==> config.mk <==
export PLATFORM = sky130hd
export DESIGN_NAME = bsg_cgol_input_deser
export DESIGN_NICKNAME = d
export VERILOG_FILES = /design/src/rtl/bsg_cgol_pkg.sv /design/src/rtl/bsg_cgol_frames_clamp.sv /design/src/rtl/bsg_cgol_input_deser.sv
export SDC_FILE = /design/constraint.sdc
export NUM_CORES = 1
export LEC_CHECK = 0
export ABC_AREA = 1
export ABC_CLOCK_PERIOD_IN_PS = 3510
export CAP_MARGIN = 5
export CORE_AREA = 2 2 419 421
export CTS_CLUSTER_SIZE = 20
export DETAILED_ROUTE_END_ITERATION = 7
export DIE_AREA = 0 0 421 423
export GPL_TIMING_DRIVEN = 0
export MAX_ROUTING_LAYER = met4
export SETUP_SLACK_MARGIN = 0.3
export SYNTH_ARGS = -nofsm -noshare
export SYNTH_HDL_FRONTEND = slang
export SYNTH_SLANG_ARGS = --single-unit
==> constraint.sdc <==
create_clock -name clk_i -period 3.51 [get_ports clk_i]
set_input_delay 0.702 -clock clk_i [delete_from_list [all_inputs] [get_ports clk_i]]
set_output_delay 0.702 -clock clk_i [all_outputs]
set_load 0.01 [all_outputs]
==> src/rtl/bsg_cgol_pkg.sv <==
// Shared types and width helpers for the cellular-automaton encryptor blocks.
package bsg_cgol_pkg;

  typedef enum logic [1:0] {
    eHDR  = 2'd0,
    eDATA = 2'd1,
    eFULL = 2'd2
  } state_e;

  // clog2 that never returns 0, so a 1-entry range still gets a 1-bit field
  function automatic int safe_clog2(input int x);
    if (x <= 1) begin
      return 1;
    end
    return $clog2(x);
  endfunction

  // Width of a frame count able to hold max_len itself
  function automatic int game_len_width(input int max_len);
    return safe_clog2(max_len + 1);
  endfunction

endpackage

==> src/rtl/bsg_cgol_frames_clamp.sv <==
// Converts a raw host header word into a legal frame count in [1, max_game_length_p].
module bsg_cgol_frames_clamp
  import bsg_cgol_pkg::*;
#(
  parameter int data_width_p      = 32,
  parameter int max_game_length_p = 1024
) (
  input  logic [data_width_p-1:0]                      data_i,
  output logic [game_len_width(max_game_length_p)-1:0] frames_o
);

  localparam int game_len_width_lp = game_len_width(max_game_length_p);
  localparam logic [game_len_width_lp-1:0] max_frames_lp =
    game_len_width_lp'(max_game_length_p);

  logic                         upper_nz;
  logic [game_len_width_lp-1:0] field;

  assign field = data_i[game_len_width_lp-1:0];

  // Any bit above the frame field means the host asked for more than we can count
  if (data_width_p > game_len_width_lp) begin : g_upper
    assign upper_nz = |data_i[data_width_p-1:game_len_width_lp];
  end else begin : g_no_upper
    assign upper_nz = 1'b0;
  end

  // Saturate high, and lift zero to one since the controller needs at least one frame
  always_comb begin
    frames_o = field;
    if (upper_nz || (field > max_frames_lp)) begin
      frames_o = max_frames_lp;
    end else if (field == '0) begin
      frames_o = game_len_width_lp'(1);
    end
  end

endmodule

==> src/rtl/bsg_cgol_input_deser.sv <==
// Collects a header word plus the packed initial board from a narrow
// valid/ready stream and presents the full board and frame count downstream.
//
// state | meaning
// eHDR  | waiting for the header word carrying the game length
// eDATA | collecting board words, counter selects the destination slice
// eFULL | board and frames valid, holding until downstream takes them
module bsg_cgol_input_deser
  import bsg_cgol_pkg::*;
#(
  parameter int board_width_p     = 32,
  parameter int max_game_length_p = 1024,
  parameter int data_width_p      = 32
) (
  input  logic                                         clk_i,
  input  logic                                         reset_i,
  input  logic                                         v_i,
  input  logic [data_width_p-1:0]                      data_i,
  output logic                                         ready_o,
  output logic                                         v_o,
  input  logic                                         ready_i,
  output logic [game_len_width(max_game_length_p)-1:0] frames_o,
  output logic [board_width_p*board_width_p-1:0]       data_o
);

  localparam int board_bits_lp     = board_width_p * board_width_p;
  localparam int num_words_lp      = (board_bits_lp + data_width_p - 1) / data_width_p;
  localparam int game_len_width_lp = game_len_width(max_game_length_p);
  localparam int cnt_width_lp      = safe_clog2(num_words_lp);
  localparam logic [cnt_width_lp-1:0] last_word_lp = cnt_width_lp'(num_words_lp - 1);

  state_e                        state_q, state_d;
  logic [cnt_width_lp-1:0]       cnt_q, cnt_d;
  logic [game_len_width_lp-1:0]  frames_q, frames_d;
  logic [board_bits_lp-1:0]      board_q, board_d;
  logic [game_len_width_lp-1:0]  frames_clamped;
  logic                          in_fire;
  logic                          out_fire;

  bsg_cgol_frames_clamp #(
    .data_width_p      (data_width_p),
    .max_game_length_p (max_game_length_p)
  ) u_clamp (
    .data_i   (data_i),
    .frames_o (frames_clamped)
  );

  // Handshake outputs are forced low while reset is held, whatever the stale state
  assign ready_o  = ~reset_i & (state_q != eFULL);
  assign v_o      = ~reset_i & (state_q == eFULL);
  assign in_fire  = v_i & ready_o;
  assign out_fire = v_o & ready_i;

  assign frames_o = frames_q;
  assign data_o   = board_q;

  // Next-state, counter and datapath capture
  always_comb begin
    state_d  = state_q;
    cnt_d    = cnt_q;
    frames_d = frames_q;
    board_d  = board_q;
    unique case (state_q)
      eHDR: begin
        if (in_fire) begin
          frames_d = frames_clamped;
          cnt_d    = '0;
          state_d  = eDATA;
        end
      end
      eDATA: begin
        if (in_fire) begin
          // Bits of the last word beyond the board simply have no destination
          for (int i = 0; i < board_bits_lp; i++) begin
            if (int'(cnt_q) == (i / data_width_p)) begin
              board_d[i] = data_i[i % data_width_p];
            end
          end
          if (cnt_q == last_word_lp) begin
            cnt_d   = '0;
            state_d = eFULL;
          end else begin
            cnt_d = cnt_q + cnt_width_lp'(1);
          end
        end
      end
      eFULL: begin
        if (out_fire) begin
          state_d = eHDR;
        end
      end
      default: begin
        state_d = eHDR;
        cnt_d   = '0;
      end
    endcase
  end

  // Control state with synchronous reset
  always_ff @(posedge clk_i) begin
    if (reset_i) begin
      state_q <= eHDR;
      cnt_q   <= '0;
    end else begin
      state_q <= state_d;
      cnt_q   <= cnt_d;
    end
  end

  // Board and frames carry no reset; they only matter while v_o is high
  always_ff @(posedge clk_i) begin
    frames_q <= frames_d;
    board_q  <= board_d;
  end

endmodule

==> metrics.md <==
| Metric | Value |
|---|---|
| Syn nets | `1,255` |
| Vias | `17,800` |
| Leak | `16.2 nW` |
| VDD IR max | `0.390 mV` |
| RSZ-0062 raised after global routing | `false` |
| Peak Freq | `375 MHz` |
| Most common cell after layout, fill and taps aside | `clkdlybuf4s50_1` |
| Antenna-violating nets left | `0` |
| Max_cap viols | `0` |
| Fin crit period | `2670 ps` |
| First-pass GRT wire length | `160 mm` |
| Area growth syn-to-layout | `58.4%` |
| Comb pwr share | `0.016` |
| Sequential power share | `0.535` |
| Post-route cell area | `50,700 µm²` |
| Die area | `178,000 µm²` |
| CTS tree | `yes` |
| Starting DRT DRC Count | `1,755` |
| DP Area | `47,200 µm²` |
| Sw Pwr | `5.24 mW` |
| Setup Viol. Count Final | `0` |
| Main combinational cell family by area after synthesis | `simple AND/OR/NAND/NOR gates` |
| Critical path data required time | `3910 ps` |
| Nets | `2,504` |
| Port buffer count | `1,071` |
| Antenna violations before repair | `10` |
| Post-Synth XOR/XNOR Area | `0` |
| Compound-gate portion of the synthesized area | `0.00141` |
| GP Congestion | `0.744` |
| Non-filler instance count after layout | `4,877` |
| Die Ht | `423 µm` |
| Clock Skew | `26.2 ps` |
| P_int | `20.4 mW` |
| Post-synth cell types | `21` |
| Critical path class | `in2reg` |
| CP Cell Sequence | `clkdlybuf4s50_1, nand4_2, inv_2, nand2_4, buf_6, nor2_4, buf_12` |
| Worst slew pin tran | `1300 ps` |
| Clk sinks | `1,042` |
| Max incr delay on CP | `720 ps` |
| HP Class | `in2reg` |
| Pin count of the biggest net entering global routing | `35` |
| Core area | `173,000 µm²` |
| Final slew viol count | `0` |
| Final WL | `126 mm` |
| Warnings, synthesis | `0` |
| Clock share of power | `0.449` |
| Worst Setup End Kind | `flop` |
| Synth Instances | `1,213` |
| Layout cells sized above 1 | `0.116` |
| Pre-CTS setup slack | `-474 ps` |
| Worst relative slew slack | `0.130` |
| Synth Register Bits | `1,042` |
| Remaining DRCs | `0` |
| Layout Utilization | `0.293` |
| Most frequent cells in the layout | `clkdlybuf4s50_1 (1,045), edfxtp_1 (1,035), clkbuf_16 (107), buf_12 (65), nor2_1 (39)` |
| Multiplexer area fraction after synthesis | `0` |
| 1st-pass router iterations | `5` |
| Avg Vias per Cell | `3.65` |
| Post-CTS setup buffer count | `0` |
| Clock tree root buffer cell | `clkbuf_16` |
| Register area share after synthesis | `0.975` |
| Clk slew on worst S/H paths | `60 ps` |
| Sw Share | `0.204` |
| Clock latency on the worst-skew pair | `730 ps` |
| Final worst-path setup slack | `840 ps` |
| TNS Setup | `0 ps` |
| Syn Area/Cell | `26.4 µm²` |
| Adder-cell share of the synthesized area | `0.00234` |
| Crit-path max FO | `18` |
| Starting density of the core | `0.185` |
| Vias in the first global route | `17,500` |
| CP max-delay cell | `nor2_4` |
| Drt wl/cell | `25.9 µm` |
| Cts repair resizes | `0` |
| CP Launch Type | `input port` |
| Cell family with most CP delay | `buffers and inverters` |
| Status | `finished clean` |
| Clock buffer depth | `3` |
| Inserted Clock Buffers | `105` |
| Hold Fails Final Rpt | `0` |
| Simple-Gate Fraction of Synth Area | `0.0173` |
| CP bufs+invs | `4` |
| Global route total overflow | `0` |
| Total GRT Usage | `0.139` |
| PwrDens | `505 nW/µm²` |
| DP HPWL | `92.6 mm` |
| Mapped cell area | `32,000 µm²` |
| Rows | `153` |
| I/O pin total | `1,073` |
| H-tree levels | `3` |
| Placed cell count | `4,677` |
| CTS Hold Bufs | `0` |
| Die W | `421 µm` |
| WP data arrival | `3070 ps` |
| Final Cycle Share | `0.761` |
==> final timing paths <==
kind	startpoint	end	slack (ps)	cells after the start
worst min-delay path	reset_i	state_q[0]$_SDFFE_PP0P_	170	2
worst max-delay path	v_i	data_o[696]$_DFFE_PP_	840	7
worst min register to register	state_q[0]$_SDFFE_PP0P_	state_q[0]$_SDFFE_PP0P_	520	2
worst max register to register	state_q[1]$_SDFFE_PP0P_	data_o[696]$_DFFE_PP_	900	7
==> cells in the mapped netlist, drive strengths merged <==
cell type	count	share of area
inv	24	0.0028
nand4	2	0.00078
nor3	1	0.00031
clkbuf	1	0.00012
o21ai	2	0.00031
nor2	72	0.0085
a21oi	7	0.0011
edfxtp	1035	0.97
ha	6	0.0023
nand2	27	0.0038
buf	4	0.0012
clkinv	1	0.00016
dfxtp	7	0.0044
nand3	23	0.0037
or2	1	0.00020
==> final cells by class <==
| type | count | area, µm² |
|---|---|---|
| Clock buffer | 125 | 2720 |
| Antenna cell | 3 | 7.51 |
| Multi-Input combinational cell | 141 | 916 |
| Timing Repair Buffer | 1142 | 12000 |
| Tap cell | 2325 | 2910 |
| Sequential cell | 1042 | 31200 |
| Inverter | 25 | 95.1 |
| Fill cell | 16900 | 123000 |
| Clock inverter | 69 | 807 |
| Buffer | 5 | 42.5 |
==> layer usage <==
layer  vias to the layer above  share of wire  track usage
met4                         0          0.037       0.0567
met1                      9294           0.35        0.147
met2                       986           0.53        0.245
li1                       7319              -            -
met3                       189          0.078       0.0365
met5                         -              0            -
==> sequential cells by signal, indices dropped and copies added, names as in the netlist <==
| register | cells |
|---|---|
| data_o | 1024 |
| frames_o | 11 |
| cnt_q | 5 |
| state_q | 2 |
==> per-stage QoR <==
step,hold slack (ps),total power [mW]
floorplan,484,14.0
global placement,506,14.4
detailed placement,516,14.4
CTS,63.3,25.9
global route,101,26.3
finish,167,25.6
==> power by group through the flow <==
stage          combinational [mW]  sequential, mW  clock, mW
6_report                    0.411            13.7       11.5
5_1_grt                     0.437            13.7       12.2
4_1_cts                     0.414            13.7       11.8
3_5_place_dp                0.413            14.0          0
3_3_place_gp                0.385            14.0          0
2_1_floorplan              0.0354            14.0          0
==> kinds of logic (layout without fill, tap and decap cells) <==
logic type                 after synthesis  in the layout
DFF                                   1042           1042
and+or+nand+nor                        126            126
other                                    0              3
adders and majority gates                6              6
AOI/OAI and AO/OA                        9              9
buffers and inverters                   30           1366
(Power assumes the default switching activity.)
